[src/rtl/burst_wf_pkg.sv]
// Shared definitions for the burst read/write masters: FSM states and burst/FIFO sizing.
package burst_wf_pkg;

  localparam int unsigned BURST_COUNT       = 8;
  localparam int unsigned BYTE_ENABLE_WIDTH = 4;
  localparam int unsigned BURST_BYTES       = BURST_COUNT * BYTE_ENABLE_WIDTH;
  localparam int unsigned FIFO_DEPTH        = 32;
  localparam int unsigned FIFO_AW           = $clog2(FIFO_DEPTH);

  typedef enum logic [1:0] {
    ST_IDLE  = 2'd0,
    ST_ARB   = 2'd1,
    ST_REQ   = 2'd2,
    ST_DRAIN = 2'd3
  } wf_state_e;

endpackage

[src/rtl/burst_read_fifo.sv]
// Synchronous first-word-fall-through FIFO with a registered output stage.
// free reports unused storage entries; the output register is extra slack.
module burst_read_fifo #(
  parameter int unsigned DATA_WIDTH = 32,
  parameter int unsigned DEPTH      = 32,
  parameter int unsigned AW         = 5
) (
  input  logic                  clk,
  input  logic                  reset,
  input  logic                  wr_en,
  input  logic [DATA_WIDTH-1:0] wr_data,
  input  logic                  rd_en,
  output logic [DATA_WIDTH-1:0] rd_data,
  output logic                  empty,
  output logic                  full,
  output logic [AW:0]           free
);

  localparam int unsigned CW = AW + 1;

  logic [DATA_WIDTH-1:0] mem [DEPTH];
  logic [AW-1:0]         wr_ptr;
  logic [AW-1:0]         rd_ptr;
  logic [AW:0]           count;
  logic                  out_valid;
  logic                  pop_c;

  // Refill the output register whenever it is empty or being consumed.
  assign pop_c = (count != '0) && (!out_valid || rd_en);
  assign empty = ~out_valid;
  assign full  = (count == CW'(DEPTH));
  assign free  = CW'(DEPTH) - count;

  always_ff @(posedge clk) begin
    if (wr_en) mem[wr_ptr] <= wr_data;
  end

  always_ff @(posedge clk or posedge reset) begin
    if (reset) begin
      wr_ptr    <= '0;
      rd_ptr    <= '0;
      count     <= '0;
      out_valid <= 1'b0;
      rd_data   <= '0;
    end else begin
      if (wr_en) wr_ptr <= wr_ptr + AW'(1);
      if (pop_c) begin
        rd_ptr    <= rd_ptr + AW'(1);
        rd_data   <= mem[rd_ptr];
        out_valid <= 1'b1;
      end else if (rd_en) begin
        out_valid <= 1'b0;
      end
      count <= count + CW'(wr_en) - CW'(pop_c);
    end
  end

endmodule

[src/rtl/burst_read_wf.sv]
// Credit-based Avalon-MM burst read master feeding a valid/ready stream via a FWFT FIFO.
// Define BURST_READ_WF_LOOP_EN to restart directly from DRAIN when ctrl_start is held.
import burst_wf_pkg::*;

module burst_read_wf #(
  parameter int unsigned ADDRESS_WIDTH     = 32,
  parameter int unsigned DATA_WIDTH        = 32,
  parameter int unsigned BYTE_ENABLE_WIDTH = burst_wf_pkg::BYTE_ENABLE_WIDTH,
  parameter int unsigned BURST_COUNT       = burst_wf_pkg::BURST_COUNT,
  parameter int unsigned BURST_WIDTH       = 4,
  parameter int unsigned LENGTH_WIDTH      = 16,
  parameter int unsigned FIFO_DEPTH        = burst_wf_pkg::FIFO_DEPTH,
  parameter int unsigned FIFO_AW           = burst_wf_pkg::FIFO_AW
) (
  input  logic                         clk,
  input  logic                         reset,
  output logic [ADDRESS_WIDTH-1:0]     master_address,
  output logic                         master_read,
  output logic [BURST_WIDTH-1:0]       master_burstcount,
  output logic [BYTE_ENABLE_WIDTH-1:0] master_byteenable,
  input  logic                         master_waitrequest,
  input  logic [DATA_WIDTH-1:0]        master_readdata,
  input  logic                         master_readdatavalid,
  input  logic                         ctrl_start,
  input  logic [ADDRESS_WIDTH-1:0]     ctrl_baseaddress,
  input  logic [LENGTH_WIDTH-1:0]      ctrl_numbursts,
  output logic                         ctrl_busy,
  output logic                         ctrl_done,
  output logic [DATA_WIDTH-1:0]        st_data,
  output logic                         st_valid,
  input  logic                         st_ready
);

  localparam int unsigned STEP_BYTES = BURST_COUNT * BYTE_ENABLE_WIDTH;
  localparam int unsigned PW         = FIFO_AW + 1;
  localparam int unsigned CW         = FIFO_AW + 2;

  wf_state_e                 state;
  wf_state_e                 state_next;
  logic [ADDRESS_WIDTH-1:0]  addr_q;
  logic [LENGTH_WIDTH-1:0]   bursts_left;
  logic [FIFO_AW:0]          pending;
  logic [FIFO_AW:0]          fifo_free;
  logic                      fifo_full;
  logic                      fifo_empty;
  logic                      fifo_wr;

  logic room_c;
  logic start_ok_c;
  logic loop_c;
  logic issue_c;
  logic accept_c;
  logic latch_c;
  logic done_c;
  logic finish_c;

  assign master_byteenable = '1;
  assign st_valid          = ~fifo_empty;

  // Data with nothing outstanding is stale (e.g. left over from a reset) and is dropped.
  assign fifo_wr    = master_readdatavalid && (pending != '0);
  assign room_c     = CW'(fifo_free) >= (CW'(pending) + CW'(BURST_COUNT));
  assign start_ok_c = ctrl_start && (ctrl_numbursts != '0);

`ifdef BURST_READ_WF_LOOP_EN
  assign loop_c = start_ok_c;
`else
  assign loop_c = 1'b0;
`endif

  always_ff @(posedge clk or posedge reset) begin
    if (reset) state <= ST_IDLE;
    else       state <= state_next;
  end

  always_comb begin
    state_next = state;
    case (state)
      ST_IDLE:  if (start_ok_c) state_next = ST_ARB;
      ST_ARB: begin
        if (bursts_left == '0) state_next = ST_DRAIN;
        else if (room_c)       state_next = ST_REQ;
      end
      ST_REQ:   if (!master_waitrequest) state_next = ST_ARB;
      ST_DRAIN: if (pending == '0) state_next = loop_c ? ST_ARB : ST_IDLE;
      default:  state_next = ST_IDLE;
    endcase
  end

  always_comb begin
    issue_c  = 1'b0;
    accept_c = 1'b0;
    latch_c  = 1'b0;
    done_c   = 1'b0;
    finish_c = 1'b0;
    case (state)
      ST_IDLE: begin
        latch_c = start_ok_c;
        done_c  = ctrl_start && (ctrl_numbursts == '0);
      end
      ST_ARB:   issue_c  = (bursts_left != '0) && room_c;
      ST_REQ:   accept_c = !master_waitrequest;
      ST_DRAIN: begin
        if (pending == '0) begin
          done_c   = 1'b1;
          latch_c  = loop_c;
          finish_c = !loop_c;
        end
      end
      default: ;
    endcase
  end

  // Request, progress and credit registers.
  always_ff @(posedge clk or posedge reset) begin
    if (reset) begin
      master_address    <= '0;
      master_read       <= 1'b0;
      master_burstcount <= '0;
      ctrl_busy         <= 1'b0;
      ctrl_done         <= 1'b0;
      addr_q            <= '0;
      bursts_left       <= '0;
      pending           <= '0;
    end else begin
      ctrl_done <= done_c;
      if (latch_c) begin
        addr_q      <= ctrl_baseaddress;
        bursts_left <= ctrl_numbursts;
        ctrl_busy   <= 1'b1;
      end else if (finish_c) begin
        ctrl_busy <= 1'b0;
      end
      if (issue_c) begin
        master_read       <= 1'b1;
        master_address    <= addr_q;
        master_burstcount <= BURST_WIDTH'(BURST_COUNT);
      end
      if (accept_c) begin
        master_read <= 1'b0;
        addr_q      <= addr_q + ADDRESS_WIDTH'(STEP_BYTES);
        bursts_left <= bursts_left - LENGTH_WIDTH'(1);
      end
      pending <= pending + (accept_c ? PW'(BURST_COUNT) : PW'(0)) - PW'(fifo_wr);
    end
  end

  burst_read_fifo #(
    .DATA_WIDTH (DATA_WIDTH),
    .DEPTH      (FIFO_DEPTH),
    .AW         (FIFO_AW)
  ) u_fifo (
    .clk     (clk),
    .reset   (reset),
    .wr_en   (fifo_wr),
    .wr_data (master_readdata),
    .rd_en   (st_ready),
    .rd_data (st_data),
    .empty   (fifo_empty),
    .full    (fifo_full),
    .free    (fifo_free)
  );

  a_no_overflow: assert property (@(posedge clk) disable iff (reset)
    !(fifo_wr && fifo_full && !(st_valid && st_ready)));

endmodule

[config.mk]
export PLATFORM = sky130hd
export DESIGN_NAME = burst_read_wf
export DESIGN_NICKNAME = d
export VERILOG_FILES = /design/src/rtl/burst_wf_pkg.sv /design/src/rtl/burst_read_fifo.sv /design/src/rtl/burst_read_wf.sv
export SDC_FILE = /design/constraint.sdc
export NUM_CORES = 1
export LEC_CHECK = 0
export ABC_AREA = 1
export BUFFER_PORTS_ARGS = -buffer_cell sky130_fd_sc_hd__buf_2
export CAP_MARGIN = 10
export CELL_PAD_IN_SITES_DETAIL_PLACEMENT = 0
export CELL_PAD_IN_SITES_GLOBAL_PLACEMENT = 1
export CORE_ASPECT_RATIO = 0.9
export CORE_MARGIN = 2
export CORE_UTILIZATION = 40
export DETAILED_ROUTE_END_ITERATION = 7
export PLACE_DENSITY_LB_ADDON = 0.1
export SLEW_MARGIN = 10
export SYNTH_ARGS = -nofsm -noshare
export SYNTH_HDL_FRONTEND = slang
export SYNTH_HIERARCHICAL = 1
export SYNTH_SLANG_ARGS = --single-unit
[constraint.sdc]
create_clock -name clk -period 3.6 [get_ports clk]
set_input_delay 0 -clock clk [delete_from_list [all_inputs] [get_ports clk]]
set_output_delay 0 -clock clk [all_outputs]
set_load 0.005 [all_outputs]
==> results of run 1 <==
[cell type report]
| class | count | share of cell area [%] |
|---|---|---|
| Tap cell | 1687 | 3.57 |
| Clock inverter | 50 | 0.737 |
| Inverter | 523 | 3.38 |
| Timing Repair Buffer | 427 | 5.86 |
| Clock buffer | 180 | 6.09 |
| Sequential cell | 1165 | 58.1 |
| Antenna cell | 5 | 0.0212 |
| Multi-Input combinational cell | 2944 | 22.3 |
[worst paths after layout]
check / depth (start not counted) / endpoint
max in group asynchronous: 5 / u_fifo/rd_ptr[2]
setup / recovery: 13 / addr_q[31]
hold / removal: 4 / addr_q[19]
hold reg to reg: 2 / master_burstcount[3]
min in group asynchronous: 4 / ctrl_done
setup reg to reg: 13 / addr_q[31]
[per-layer routing]
layer,wire (um),up-vias,GRT usage (%)
met4,4350,14,8.04
met2,68600,1058,36.1
met5,97,-,0
met1,72900,17200,36.0
li1,-,16700,-
met3,10000,225,4.05
[worst max-delay path, delay by kind of cell, from the launching register on]
kind	cells	cell delay (ns)
and+or+nand+nor	5	0.56
adders and majority gates	1	0.21
DFF	1	0.41
buffers and inverters	7	1.98
[state kept, by name, summed over array words and instances (netlist names)]
| register | flops |
|---|---|
| u_fifo/rd_data | 32 |
| u_fifo/count | 6 |
| bursts_left | 16 |
| master_address | 32 |
| master_burstcount | 1 |
| u_fifo/rd_ptr | 5 |
| master_read | 1 |
| ctrl_busy | 1 |
| u_fifo/mem | 1024 |
| pending | 6 |
| ctrl_done | 1 |
| state | 2 |
| u_fifo/out_valid | 1 |
| u_fifo/wr_ptr | 5 |
| addr_q | 32 |
[metrics by stage]
step,std cells,hold WS (ns)
after global routing,6977,0.0584
after CTS,6976,0.00310
after global placement,6599,0.177
after detailed placement,6599,0.167
after floorplan,4881,0.0989
final,6981,0.0591
[where the power goes]
group | switching, uW | total [uW] | leakage, uW | internal [uW]
clock | 5420 | 12800 | 0.00196 | 7350
sequential | 1160 | 17300 | 0.0109 | 16200
combinational | 12000 | 17200 | 0.0114 | 5200
[timing repair]
| item | in CTS | in global routing |
|---|---|---|
| hold buffers | 147 | 0 |
| hold endpoints to repair | 1198 | 0 |
| endpoints found under the setup margin | 0 | 7 |
| resized for setup | 0 | 2 |
==> flow_results.xml, run 1 <==
<?xml version="1.0" encoding="UTF-8"?>
<metrics>
  <group name="setup_path">
    <metric name="crit_arrival" unit="ns">3.93</metric>
    <metric name="worst_path_max_delay_cell" unit="">dlygate4sd3_1</metric>
    <metric name="slowest_delay" unit="ns">0.55</metric>
    <metric name="crit_fanout" unit="">47</metric>
    <metric name="cp_cell_sequence" unit="">inv_1 -&gt; ha_1 -&gt; inv_1 -&gt; nor2_2 -&gt; inv_2 -&gt; nand3_2 -&gt; inv_4 -&gt; nand2_1 -&gt; nand2_1 -&gt; dlygate4sd3_1 -&gt; inv_1 -&gt; nand2_1 -&gt; dlygate4sd3_1</metric>
    <metric name="startpoint_of_the_most_critical_register_to_register_path" unit="">state[0]</metric>
    <metric name="critPathKind" unit="">reg2reg</metric>
    <metric name="crit_required" unit="ns">4.29</metric>
    <metric name="cp-end-kind" unit="">flip-flop</metric>
    <metric name="r2r_slack" unit="ns">0.35</metric>
    <metric name="timing.critical_path.from" unit="">state[0]</metric>
    <metric name="worst_setup_path_start_kind" unit="">flip-flop</metric>
  </group>
  <group name="timing">
    <metric name="max_freq" unit="MHz">308</metric>
    <metric name="slew_violations" unit="">0</metric>
    <metric name="max_slew_margin" unit="%">39.6</metric>
    <metric name="layout_setup_ws" unit="ns">0.354</metric>
    <metric name="tightestPinTransition" unit="ns">0.906</metric>
    <metric name="fin_setup_tns" unit="ns">0</metric>
    <metric name="finalSetupViolCount" unit="">0</metric>
    <metric name="setup_clock_skew_after_layout" unit="ns">0.0195</metric>
    <metric name="period_needed" unit="ns">3.25</metric>
    <metric name="part_of_the_cycle_the_worst_path_needs" unit="%">90.2</metric>
    <metric name="finalHoldViolations" unit="">0</metric>
    <metric name="unrepaired_setup_endpoints_after_global_routing" unit="">false</metric>
  </group>
  <group name="place">
    <metric name="io_buffer_count" unit="">154</metric>
    <metric name="place_area" unit="um^2">53500</metric>
    <metric name="preCtsSetupSlack" unit="ns">0.647</metric>
    <metric name="routabilityCongestion" unit="">0.794</metric>
    <metric name="hpwlAfterDp" unit="um">91300</metric>
  </group>
  <group name="finish">
    <metric name="finalCoreUtilization" unit="%">47.2</metric>
    <metric name="post_route_cell_area" unit="um^2">59100</metric>
    <metric name="share_of_layout_cells_above_drive_strength_1" unit="%">10.4</metric>
    <metric name="most_frequent_standard_cell_in_the_layout_excluding_fill_and_tap_cells" unit="">nand2_1</metric>
    <metric name="final_net_count" unit="">5317</metric>
    <metric name="synthToLayoutAreaGrowth" unit="%">17.0</metric>
    <metric name="multi_input_comb_area" unit="um^2">13200</metric>
    <metric name="regArea" unit="um^2">34300</metric>
    <metric name="mostFrequentLayoutCells" unit="">1664 x nand2_1, 1024 x edfxtp_1, 715 x nand3_1</metric>
    <metric name="layout.filler_cells" unit="">11600</metric>
  </group>
  <group name="cts">
    <metric name="cts_tree" unit="">built</metric>
    <metric name="h-tree-depth" unit="">4</metric>
    <metric name="maximum_clock_path_buffer_count" unit="">3</metric>
    <metric name="cts.root.buffer_cell" unit="">clkbuf_16</metric>
    <metric name="clock_sinks" unit="">1165</metric>
    <metric name="clkTransAtPathRegs" unit="ns">0.06</metric>
    <metric name="clock_buffers_created_by_tritoncts" unit="">130</metric>
    <metric name="cts_post_setup_buffers_inserted" unit="">0</metric>
    <metric name="worst_skew_pair_latency" unit="ns">0.76</metric>
  </group>
  <group name="detailed_routing">
    <metric name="via_density" unit="">5.04</metric>
    <metric name="route.antenna.remaining_nets" unit="">0</metric>
    <metric name="drc_violations" unit="">0</metric>
    <metric name="drt_first_pass_iters" unit="">5</metric>
    <metric name="vias" unit="">35200</metric>
    <metric name="drt_first_iter_violations" unit="">3210</metric>
    <metric name="wirelength" unit="um">156000</metric>
    <metric name="routedWlPerCell" unit="um">22.3</metric>
  </group>
  <group name="yosys">
    <metric name="synthesis.yosys.warnings" unit="">6</metric>
    <metric name="synth.cell_area" unit="um^2">50500</metric>
    <metric name="synthCells" unit="">4876</metric>
    <metric name="syn-mean-instance-area" unit="um^2">10.4</metric>
  </group>
  <group name="min_path">
    <metric name="holdCritStartpoint" unit="">ctrl_baseaddress[19]</metric>
    <metric name="worstHoldPathType" unit="">in2reg</metric>
  </group>
  <group name="global_route">
    <metric name="vias_in_the_first_global_route" unit="">33400</metric>
    <metric name="grt.total_usage" unit="%">24.3</metric>
    <metric name="grt_antenna_before_repair" unit="">16</metric>
    <metric name="grt_first_pass_wirelength" unit="um">228000</metric>
    <metric name="grt_max_degree" unit="">121</metric>
    <metric name="global_route.overflow_total" unit="">0</metric>
  </group>
  <group name="die">
    <metric name="core_area" unit="um^2">125000</metric>
    <metric name="die_height" unit="um">341</metric>
    <metric name="die_x" unit="um">378</metric>
    <metric name="initial_utilization" unit="%">40.3</metric>
    <metric name="design.die.area" unit="um^2">129000</metric>
    <metric name="core.rowCount" unit="">123</metric>
    <metric name="design.portCount" unit="">162</metric>
  </group>
  <group name="status">
    <metric name="status" unit="">finished, final reports clean</metric>
  </group>
  <group name="power_and_ir_drop">
    <metric name="power.density_cell_area" unit="nW/um^2">801</metric>
    <metric name="power.static_leakage" unit="uW">0.0243</metric>
    <metric name="power.ir.vdd_worst" unit="mV">0.476</metric>
    <metric name="design_power_total" unit="uW">47300</metric>
  </group>
  <group name="run">
    <metric name="cap_violations" unit="">0</metric>
  </group>
</metrics>
No activity file was read; power rests on OpenSTA's default activity.
==> run 2: changes to the inputs <==
- ABC_AREA: 1 -> 0
==> run 2 against run 1 <==
- global-route usage is 3.0 points lower
- register-to-register slack got worse by 0.06 ns
- worst setup slack worse by 0.062 ns
- flip-flop and latch count unchanged
- synthesized area is 8.4% lower
- design area fell by 7.4%
- maximum frequency down 1.9%
- wire length decreased by 20%
- clock skew fell by 0.0042 ns
- critical path type unchanged
- largest power group unchanged
- highest routed layer unchanged
==> flow_results.xml, run 2 <==
<?xml version="1.0" encoding="UTF-8"?>
<metrics>
  <group name="status">
    <metric name="status" unit="">finished, final reports clean</metric>
  </group>
  <group name="global_route">
    <metric name="vias_in_the_first_global_route" unit="">25300</metric>
    <metric name="grt.total_usage" unit="%">21.2</metric>
    <metric name="grt_antenna_before_repair" unit="">7</metric>
    <metric name="grt_max_degree" unit="">93</metric>
    <metric name="global_route.overflow_total" unit="">0</metric>
    <metric name="grt_first_pass_wirelength" unit="um">180000</metric>
  </group>
  <group name="timing">
    <metric name="max_freq" unit="MHz">302</metric>
    <metric name="tightestPinTransition" unit="ns">0.995</metric>
    <metric name="finalHoldViolations" unit="">0</metric>
    <metric name="part_of_the_cycle_the_worst_path_needs" unit="%">91.9</metric>
    <metric name="finalHoldWorstSlack" unit="ns">0.00227</metric>
    <metric name="setup_clock_skew_after_layout" unit="ns">0.0153</metric>
    <metric name="period_needed" unit="ns">3.31</metric>
    <metric name="max_slew_margin" unit="%">33.5</metric>
    <metric name="slew_violations" unit="">0</metric>
    <metric name="layout_setup_ws" unit="ns">0.292</metric>
    <metric name="finalSetupViolCount" unit="">0</metric>
    <metric name="unrepaired_setup_endpoints_after_global_routing" unit="">false</metric>
    <metric name="fin_setup_tns" unit="ns">0</metric>
  </group>
  <group name="setup_path">
    <metric name="critical-path-top-cell-by-count" unit="">dlygate4sd3_1</metric>
    <metric name="crit_fanout" unit="">19</metric>
    <metric name="slowest_delay" unit="ns">0.67</metric>
    <metric name="crit_required" unit="ns">4.27</metric>
    <metric name="cp-end-kind" unit="">flip-flop</metric>
    <metric name="worst_path_dominant_cell_family" unit="">buffers and inverters</metric>
    <metric name="crit_arrival" unit="ns">3.98</metric>
    <metric name="worst_setup_path_start_kind" unit="">flip-flop</metric>
    <metric name="critPathKind" unit="">reg2reg</metric>
    <metric name="cp_cell_sequence" unit="">inv_1 -&gt; ha_1 -&gt; and2b_1 -&gt; buf_4 -&gt; nor2_2 -&gt; a21oi_1 -&gt; dlygate4sd3_1 -&gt; o21ai_0 -&gt; dlygate4sd3_1</metric>
    <metric name="worst_path_max_delay_cell" unit="">nor2_2</metric>
    <metric name="path_buf_inv" unit="">4</metric>
  </group>
  <group name="yosys">
    <metric name="synth.cell_area" unit="um^2">46200</metric>
    <metric name="synthesis.yosys.warnings" unit="">6</metric>
    <metric name="syn-mean-instance-area" unit="um^2">18.9</metric>
    <metric name="synthCells" unit="">2449</metric>
  </group>
  <group name="place">
    <metric name="io_buffer_count" unit="">154</metric>
    <metric name="place_area" unit="um^2">49500</metric>
    <metric name="preCtsSetupSlack" unit="ns">0.750</metric>
    <metric name="routabilityCongestion" unit="">0.775</metric>
    <metric name="hpwlAfterDp" unit="um">71800</metric>
  </group>
  <group name="cts">
    <metric name="worst_skew_pair_latency" unit="ns">0.73</metric>
    <metric name="h-tree-depth" unit="">3</metric>
    <metric name="cts_tree" unit="">built</metric>
    <metric name="cts.root.buffer_cell" unit="">clkbuf_16</metric>
    <metric name="maximum_clock_path_buffer_count" unit="">3</metric>
    <metric name="clock_sinks" unit="">1165</metric>
    <metric name="clock_buffers_created_by_tritoncts" unit="">119</metric>
    <metric name="postCtsResizedCells" unit="">0</metric>
    <metric name="clkTransAtPathRegs" unit="ns">0.06</metric>
  </group>
  <group name="finish">
    <metric name="final_net_count" unit="">2938</metric>
    <metric name="max_ffs_per_register" unit="">1024</metric>
    <metric name="regArea" unit="um^2">34300</metric>
    <metric name="post_route_cell_area" unit="um^2">54700</metric>
    <metric name="most_flop_heavy_register" unit="">u_fifo/mem</metric>
    <metric name="synthToLayoutAreaGrowth" unit="%">18.3</metric>
    <metric name="share_of_layout_cells_above_drive_strength_1" unit="%">25.5</metric>
    <metric name="layout.filler_cells" unit="">9658</metric>
    <metric name="multi_input_comb_area" unit="um^2">11400</metric>
    <metric name="most_frequent_standard_cell_in_the_layout_excluding_fill_and_tap_cells" unit="">edfxtp_1</metric>
    <metric name="mostFrequentLayoutCells" unit="">1024 x edfxtp_1, 254 x mux2i_1, 160 x mux4_2</metric>
  </group>
  <group name="detailed_routing">
    <metric name="drc_violations" unit="">0</metric>
    <metric name="wirelength" unit="um">125000</metric>
    <metric name="routedWlPerCell" unit="um">28.3</metric>
    <metric name="drt_first_iter_violations" unit="">2161</metric>
    <metric name="drt_first_pass_iters" unit="">5</metric>
    <metric name="via_density" unit="">5.57</metric>
    <metric name="route.antenna.remaining_nets" unit="">0</metric>
    <metric name="vias" unit="">24600</metric>
  </group>
  <group name="die">
    <metric name="initial_utilization" unit="%">40.3</metric>
    <metric name="design.portCount" unit="">162</metric>
    <metric name="design.die.area" unit="um^2">118000</metric>
    <metric name="core_area" unit="um^2">115000</metric>
    <metric name="die_x" unit="um">362</metric>
    <metric name="die_height" unit="um">327</metric>
    <metric name="core.rowCount" unit="">118</metric>
  </group>
  <group name="power_and_ir_drop">
    <metric name="power.density_cell_area" unit="nW/um^2">781</metric>
    <metric name="power.static_leakage" unit="uW">0.0189</metric>
    <metric name="power.ir.vdd_worst" unit="mV">0.634</metric>
  </group>
  <group name="run">
    <metric name="cap_violations" unit="">0</metric>
  </group>
  <group name="min_path">
    <metric name="worstHoldPathType" unit="">in2async</metric>
  </group>
</metrics>
==> run 2: power breakdown <==
group | switching (uW) | leakage, uW | internal [uW]
logic | 6870 | 0.00604 | 5700
clock network | 5250 | 0.00201 | 7560
registers | 1140 | 0.0109 | 16200
total | 13300 | 0.0189 | 29500
==> run 2: layout make-up <==
cell class	instances	share of cell area (%)
flip-flops and latches	1165	62.7
diodes	1	0.00457
well taps	1500	3.43
multi-input cells	1113	20.8
clock inverters	70	1.56
repair buffers	371	5.36
clock buffers	153	5.91
inverters	42	0.293
==> run 2: worst paths after layout <==
| check | start | end | slack (ns) | cells past startpoint |
|---|---|---|---|---|
| max in group asynchronous | reset | u_fifo/rd_ptr[0] | 2.63 | 4 |
| min | reset | u_fifo/count[4] | 0.002 | 3 |
| max reg2reg | state[0] | addr_q[8] | 0.29 | 9 |
| max | state[0] | addr_q[8] | 0.29 | 9 |
| min reg2reg | master_burstcount[3] | master_burstcount[3] | 0.47 | 1 |
| min in group clk | ctrl_baseaddress[17] | addr_q[17] | 0.06 | 4 |
==> run 2: timing repair <==
| item | CTS | global route |
|---|---|---|
| setup buffers | 0 | 0 |
| hold buffers | 108 | 0 |
| endpoints found under the hold margin | 1207 | 0 |
==> run 2: stage by stage <==
| stage | utilization, % | total power (uW) | std cells |
|---|---|---|---|
| finish | 47.6 | 42800 | 4415 |
| global route | 47.6 | 44800 | 4415 |
| CTS | 47.6 | 43300 | 4414 |
| detailed placement | 43.1 | 30200 | 4083 |
| global placement | 43.1 | 30100 | 4083 |
| floorplan | - | 25700 | 2454 |
==> run 2: worst reg2reg max path: cells and delay by family (launching register included) <==
family	cells	cell delay [ns]
buf+inv	4	1.44
simple gates	2	0.90
flops	1	0.37
fa+ha+maj	1	0.31
compound gates	2	0.25
==> run 2: routing by layer <==
metal | wire, um | share of wire, % | track usage, %
met1 | 56300 | 45 | 30.1
met5 | 27 | 0.022 | 0
met3 | 6140 | 4.9 | 3.62
met2 | 59800 | 48 | 34.4
met4 | 2580 | 2.1 | 4.93
